===== src/rtl/trigger_source.sv =====
// Trigger qualifier: selects an external, periodic or software trigger source,
// applies arming, burst counting and hold-off, and emits a fixed-width pulse.
module trigger_source #(
  parameter int unsigned SYNC_STAGES = 2
) (
  input  logic        ipClk,
  input  logic        ipReset,
  input  logic        ipEnable,
  input  logic [1:0]  ipMode,
  input  logic        ipArm,
  input  logic [15:0] ipBurst,
  input  logic [31:0] ipPeriod,
  input  logic [15:0] ipWidth,
  input  logic [31:0] ipHoldoff,
  input  logic        ipExtTrigger,
  input  logic        ipSoftTrigger,
  output logic        opTrigger,
  output logic        opArmed,
  output logic        opBusy,
  output logic        opDone,
  output logic [31:0] opCount,
  output logic [15:0] opMissed
);

  localparam int unsigned BURST_W  = 16;
  localparam int unsigned PERIOD_W = 32;
  localparam int unsigned WIDTH_W  = 16;
  localparam int unsigned HOLD_W   = 32;
  localparam int unsigned COUNT_W  = 32;
  localparam int unsigned MISSED_W = 16;

  localparam logic [1:0] MODE_EXT  = 2'd1;
  localparam logic [1:0] MODE_INT  = 2'd2;
  localparam logic [1:0] MODE_SOFT = 2'd3;

  typedef enum logic [1:0] {
    IDLE    = 2'd0,
    ARMED   = 2'd1,
    PULSE   = 2'd2,
    HOLDOFF = 2'd3
  } stateT;

  stateT                state;
  logic [1:0]           modeLat;
  logic [BURST_W-1:0]   burstLat;
  logic [BURST_W-1:0]   burstRem;
  logic [PERIOD_W-1:0]  periodLat;
  logic [PERIOD_W-1:0]  periodCnt;
  logic [WIDTH_W-1:0]   widthCnt;
  logic [HOLD_W-1:0]    holdCnt;
  logic [SYNC_STAGES-1:0] extSync;
  logic                 extPrev;
  logic                 extRise;
  logic                 srcEvent;
  logic                 burstDone;
  logic                 busyDrop;
  logic [WIDTH_W-1:0]   widthLoad;

  // Synchronise the asynchronous external trigger and remember the last stage for edge detect
  always_ff @(posedge ipClk) begin
    if (!ipReset) begin
      extSync <= '0;
      extPrev <= 1'b0;
    end else begin
      extSync <= {extSync[SYNC_STAGES-2:0], ipExtTrigger};
      extPrev <= extSync[SYNC_STAGES-1];
    end
  end

  assign extRise = extSync[SYNC_STAGES-1] & ~extPrev;

  // Free-running period counter: loaded on arm, reloads itself at 1 while not idle
  always_ff @(posedge ipClk) begin
    if (!ipReset) begin
      periodCnt <= '0;
    end else if (state == IDLE) begin
      if (ipEnable && ipArm) begin
        periodCnt <= ipPeriod;
      end
    end else if (periodCnt == PERIOD_W'(1)) begin
      periodCnt <= periodLat;
    end else if (periodCnt != '0) begin
      periodCnt <= periodCnt - PERIOD_W'(1);
    end
  end

  // Event mux on the mode latched at arm time
  always_comb begin
    srcEvent = 1'b0;
    case (modeLat)
      MODE_EXT:  srcEvent = extRise;
      MODE_INT:  srcEvent = (periodCnt == PERIOD_W'(1));
      MODE_SOFT: srcEvent = ipSoftTrigger;
      default:   srcEvent = 1'b0;
    endcase
  end

  assign widthLoad = (ipWidth == '0) ? WIDTH_W'(1) : ipWidth;
  assign burstDone = (burstLat != '0) && (burstRem == '0);
  assign busyDrop  = ipEnable && srcEvent && ((state == PULSE) || (state == HOLDOFF));

  // Qualifier FSM with pulse/hold-off timers and statistics counters
  always_ff @(posedge ipClk) begin
    if (!ipReset) begin
      state     <= IDLE;
      modeLat   <= '0;
      burstLat  <= '0;
      burstRem  <= '0;
      periodLat <= '0;
      widthCnt  <= '0;
      holdCnt   <= '0;
      opTrigger <= 1'b0;
      opDone    <= 1'b0;
      opCount   <= '0;
      opMissed  <= '0;
    end else begin
      opDone <= 1'b0;
      if (busyDrop && (opMissed != {MISSED_W{1'b1}})) begin
        opMissed <= opMissed + MISSED_W'(1);
      end
      if (!ipEnable) begin
        state     <= IDLE;
        opTrigger <= 1'b0;
      end else begin
        case (state)
          IDLE: begin
            if (ipArm) begin
              state     <= ARMED;
              modeLat   <= ipMode;
              burstLat  <= ipBurst;
              burstRem  <= ipBurst;
              periodLat <= ipPeriod;
            end
          end
          ARMED: begin
            if (srcEvent) begin
              state     <= PULSE;
              opTrigger <= 1'b1;
              widthCnt  <= widthLoad;
              opCount   <= opCount + COUNT_W'(1);
              if (burstLat != '0) begin
                burstRem <= burstRem - BURST_W'(1);
              end
            end
          end
          PULSE: begin
            if (widthCnt <= WIDTH_W'(1)) begin
              opTrigger <= 1'b0;
              if (ipHoldoff != '0) begin
                state   <= HOLDOFF;
                holdCnt <= ipHoldoff;
              end else if (burstDone) begin
                state  <= IDLE;
                opDone <= 1'b1;
              end else begin
                state <= ARMED;
              end
            end else begin
              widthCnt <= widthCnt - WIDTH_W'(1);
            end
          end
          HOLDOFF: begin
            if (holdCnt <= HOLD_W'(1)) begin
              if (burstDone) begin
                state  <= IDLE;
                opDone <= 1'b1;
              end else begin
                state <= ARMED;
              end
            end else begin
              holdCnt <= holdCnt - HOLD_W'(1);
            end
          end
          default: state <= IDLE;
        endcase
      end
    end
  end

  // Status flags decoded from the state register
  assign opArmed = (state == ARMED);
  assign opBusy  = (state == PULSE) || (state == HOLDOFF);

endmodule


===== config.mk =====
export PLATFORM = sky130hd
export DESIGN_NAME = trigger_source
export DESIGN_NICKNAME = d
export VERILOG_FILES = /design/src/rtl/trigger_source.sv
export SDC_FILE = /design/constraint.sdc
export NUM_CORES = 1
export LEC_CHECK = 0
export CAP_MARGIN = 0
export CORE_MARGIN = 1.5
export CORE_UTILIZATION = 56
export DETAILED_ROUTE_END_ITERATION = 8
export PLACE_DENSITY = 0.82
export SLEW_MARGIN = 20
export SYNTH_ARGS = -nofsm -noshare
export SYNTH_HDL_FRONTEND = slang
export SYNTH_SLANG_ARGS = --single-unit
export TNS_END_PERCENT = 5

===== constraint.sdc =====
create_clock -name ipClk -period 3.5 [get_ports ipClk]
set_clock_uncertainty 0.15 [all_clocks]
set_input_delay 0.7 -clock ipClk [delete_from_list [all_inputs] [get_ports ipClk]]
set_output_delay 0.7 -clock ipClk [all_outputs]
set_load 0.02 [all_outputs]

; ---- Word level (Yosys, flattened, before mapping)
; Cells that the tools add are included.
[word_totals]
input_bits = 104
reg_bits = 201
word_cells = 98
out_inout_bits = 52
[op_classes]
n_bitwise = 2
n_mux = 32
n_eq_ne = 17
n_addsub = 6
n_reduce_logical = 25
order_cmp = 2
[op_table]
columns = op, n
row1 = $mux W32, 7
row2 = $mux W16, 6
row3 = $pmux W16 S2, 2
row4 = $pmux W32 S2, 1
row5 = $reduce_bool A32 Y1, 2
row6 = $sub A32 B1 Y32 const B, 2
row7 = $add A32 B1 Y32 const B, 1
row8 = $eq A32 B1 Y1 const B, 1
row9 = $le A32 B1 Y1 const B, 1
row10 = $logic_not A16 Y1, 2
row11 = $sub A16 B1 Y16 const B, 2
row12 = $add A16 B1 Y16 const B, 1
row13 = $le A16 B1 Y1 const B, 1
row14 = $ne A16 B16 Y1 const B, 1
row15 = $reduce_bool A16 Y1, 1
row16 = $ne A2 B2 Y1 const B, 6
row17 = $mux W2, 5
row18 = $reduce_and A5 Y1, 2
row19 = $reduce_and A3 Y1, 3
row20 = $eq A2 B2 Y1 const B, 4
row21 = $pmux W2 S4, 1
row22 = $reduce_and A4 Y1, 2
row23 = $mux W1, 7
row24 = $ne A2 B1 Y1 const B, 3
row25 = 11 further kinds, 20

; ---- Logic depth before layout (Yosys ltp)
; Gate-level depths: netlist (run 1).
[depth]
word_depth = 6
mapped_depth = 10
mapped_depth_nobuf = 8

; ---- Worst setup path after synthesis (run 1)
; OpenSTA, ideal clock, no wires.
[synth_timing]
path_type = register to register
from = reg periodCnt[20]
to = reg burstRem[3]
slack_ns = 0.427
arrival_time_ns = 2.793
setup_ns = 0.130
synth_period_minus_slack_ns = 3.073
required_ns = 3.220
stages_incl_launch_ff = 10
n_path_buf = 3
cell_sequence = dfxtp_1 > or4_1 > buf_2 > or3_4 > or4_4 > buf_6 > a211o_1 > buf_2 > nor4_1 > o22ai_1
[synth_via]
elab_chain_cells = 4
[synth_rtl]
columns = element, line_no
row1 = start: declaration, 48  ; logic [PERIOD_W-1:0] periodCnt;
row2 = start signal: assignment, 78  ; periodCnt <= ipPeriod;
row3 = start signal: assignment, 81  ; periodCnt <= periodLat;
row4 = start signal: assignment, 83  ; periodCnt <= periodCnt - PERIOD_W'(1);
row5 = $eq A32 B1 Y1, 92  ; MODE_INT: srcEvent = (periodCnt == PERIOD_W'(1));
row6 = $pmux W1 S3, 90  ; case (modeLat)
row7 = $ne A2 B1 Y1 (no line), --
row8 = $reduce_and A5 Y1 (no line), --
row9 = end signal: assignment, 131  ; burstRem <= ipBurst;
row10 = end signal: assignment, 142  ; burstRem <= burstRem - BURST_W'(1);
row11 = end: declaration, 46  ; logic [BURST_W-1:0] burstRem;
; Every way passes these cells.
; A chain may end at the register's enable or synchronous reset.

; ---- Final worst setup path (run 1)
[layout_timing]
from = reg periodCnt[20]
to = reg opCount[12]
[layout_via]
elab_chain_cells = 3
[layout_rtl]
columns = element, line_no
row1 = $eq A32 B1 Y1, 92
row2 = $pmux W1 S3, 90
row3 = $reduce_and A3 Y1 (no line), --
row4 = end signal: assignment, 140  ; opCount <= opCount + COUNT_W'(1);
row5 = end: declaration, 21  ; output logic [31:0] opCount,
; Every way passes these cells.

==> results of run 1 <==
## final timing paths
| path | end | depth (start not counted) | startpoint |
|---|---|---|---|
| worst min-delay path | extSync[1] | 1 | extSync[0] |
| worst min register to register | extSync[1] | 1 | extSync[0] |
| worst max-delay path | opCount[12] | 7 | periodCnt[20] |
| worst max register to register | opCount[12] | 7 | periodCnt[20] |
## stage by stage
step                      std cells  hold WS [ns]  power (uW)  worst slack, ns  util (%)
after floorplan                1466         0.262        3140            0.427         -
after global placement         1822         0.272        3490            0.282      66.4
after detailed placement       1822         0.286        3510            0.228      66.4
after CTS                      1861         0.293        5970            0.235      70.4
after global routing           1861         0.299        6190           0.0422      70.4
final                          1861         0.289        5950            0.203      70.4
## flip-flops by register name, indices dropped and copies added, names as in the netlist, 2 cells and up
signal     flops
burstRem      16
burstLat      16
state          2
widthCnt      16
periodLat     32
modeLat        2
opCount       32
opMissed      16
periodCnt     32
holdCnt       32
extSync        2
## report_power, final
group	internal, uW	switching [uW]
combinational	423	595
sequential	2380	90.8
clock	1490	976
## critical path: cells and delay by family (launching register included)
kind | cells | cell delay, ns
AOI/OAI and AO/OA | 2 | 0.64
buffers and inverters | 1 | 0.23
and+or+nand+nor | 4 | 1.83
DFF | 1 | 0.36
## cells by family (layout without fill, tap and decap cells)
group / count (synthesis) / in the layout
and+or+nand+nor: 606 / 606
DFF: 201 / 201
buffers and inverters: 138 / 268
adders and majority gates: 14 / 14
AOI/OAI and AO/OA: 450 / 450
muxes: 16 / 16
xor gates and xnor gates: 41 / 41
## layer usage
metal / vias up / routed length [um] / part of all wire (%)
met5: - / 0 / 0
met4: 0 / 961 / 3.0
met3: 76 / 2810 / 8.7
met2: 514 / 14500 / 45
met1: 5474 / 13800 / 43
li1: 5633 / - / -
## cell type report
| class | count | area share (%) |
|---|---|---|
| clock buffer | 29 | 4.58 |
| tap | 265 | 2.42 |
| timing repair buffer | 195 | 13.8 |
| clock inverter | 10 | 1.06 |
| sequential | 201 | 29.4 |
| inverter | 34 | 0.950 |
| multi-input combinational | 1127 | 47.9 |
## layout by cell type, fill, tap and decap left out, types with 6 or more instances in the layout
cell type and count:
a2111oi_1 6, a211o_1 16, a211oi_1 22, a21o_1 7, a21oi_1 183, a31oi_1 10
a41oi_1 6, and2_1 6, and3_1 14, and4_1 7, buf_4 37, clkbuf_16 22
clkdlybuf4s50_1 154, dfxtp_1 201, ha_1 12, inv_1 32, mux2i_1 13, nand2_1 226
nand2b_1 10, nand3_1 45, nand4_1 23, nor2_1 115, nor3_1 50, nor4_1 42
o211ai_1 22, o21ai_0 63, o221a_2 9, o22ai_1 9, o31ai_1 21, o32ai_1 25
or3_1 22, or4_1 15, xnor2_1 36
==> reports/qor.yml, run 1 <==
outcome:
  status: "finished clean"
global_routing:
  use_met3_pct: 6.00
  busiest_layer: "met2"
  grt_pass1_vias: 10522
  overflow: 0
  use_met1_pct: 40.5
  grt_pass1_wl_um: 51800
  grt_start_max_net_pins: 135
  use_met2_pct: 48.6
  grt_use_total_pct: 30.3
  antenna_found_initial: 0
clock_tree:
  h-tree-depth: 1
  clkTransAtPathRegs_ns: 0.06
  ctsResizeCount: 0
  cts_tree: "built"
  hold_buffers: 0
  cts_buffers: 22
  cts_num_sinks: 201
  insertion_delay_ns: 0.52
  clockBufferDepth: 3
  postCtsSetupBuffers: 0
  clockRootBuffer: "clkbuf_16"
final_layout:
  num-fill-cells: 1612
  fin_nets: 1699
  fin_area_um2: 13700
  area_growth_pct: 23.5
  regArea_um2: 4020
  multiInputGateArea_um2: 6550
  drive_gt1_share_pct: 7.02
  n_antenna_cell: 0
timing:
  fin_crit_sh_pct: 94.2
  setup_tns_ns: 0
  rsz0062_at_grt: "no"
  worstMarginPinSlew_ns: 1.08
  min_period_ns: 3.30
  setup_violations: 0
  hold_viol_final: 0
  slew_viol_final: 0
  fmax_mhz: 303
  slew_headroom_pct: 27.0
synth:
  yosys.area_share.simple_pct: 26.2
  synth_edf_count: 0
  synthArstFlopShare_pct: 0
  synth_fa_ha_area_share_pct: 1.58
  ys_warn_count: 0
  synth_top_area_share_pct: 36.3
  synth.area.mux_share_pct: 1.48
  synth_area_leader_cell: "dfxtp_1"
  yosys-top-cells-count: "nand2_1, dfxtp_1, a21oi_1"
  synth_cell_type_count: 75
  synth-compound-area-share_pct: 26.4
  synth_area_leaders: "dfxtp_1, a21oi_1, nand2_1"
  synth_flop_cell: "dfxtp_1"
  synth_top_family_by_area: "compound AO/OA/AOI/OAI gates"
  syn_area_per_cell_um2: 7.56
  synth_cells: 1466
  synthXorXnorAreaFrac_pct: 3.24
  netlist_area_um2: 11100
  synth-seq-cells: 201
  synth_fp_nets: 1584
  synth.most_common_cell: "nand2_1"
  ys_seq_area_share_pct: 36.3
route:
  wl_per_cell_um: 17.3
  vias_per_cell: 6.29
  routed-via-count: 11697
  first_iter_violations: 981
  post-route-drc-count: 0
  drtAntennaViolNets: 0
  drt_first_pass_iters: 7
  wirelength_um: 32100
worst_setup_path:
  cp_max_fo: 15
  startpoint_type: "flop"
  end_kind: "flop"
  cp.arrival_ns: 3.59
  crit_type: "reg -> reg"
  crit_chain: "or4_1, or3_4, or4_4, a211o_1, buf_4, or3_1, a21oi_1"
  r2r_slack_ns: 0.20
  cp_slowest_cell: "or4_4"
  crit_path_max_incr_delay_ns: 0.62
  critPathRequiredTime_ns: 3.80
pwr:
  powerDensity_nw_per_um2: 435
  vdd_drop_max_mv: 0.318
  p_leak_uw: 0.00489
placed_design:
  dp.final_hpwl_um: 21200
  gp_congestion: 0.880
  place_area_um2: 12900
  port-buffer-count: 155
floorplan:
  die-width_um: 144
  coreArea_um2: 19500
  start_util_pct: 57.0
  io_pins: 156
  die_h_um: 144
  rows: 51
  dieArea_um2: 20700
hold_path:
  worstHoldPathType: "reg -> reg"
flow_run:
  drv_cap: 0
(Power assumes the default switching activity.)
==> inputs of run 2 (changes only) <==
- TNS_END_PERCENT: 5 -> 20
==> results of run 2 <==
The final DEF is identical to that of run 1; final timing and power are the same.
==> inputs of run 3 (changes only) <==
- CAP_MARGIN: 0 -> not set
==> results of run 3 <==
The final DEF is identical to that of run 1; final timing and power are the same.
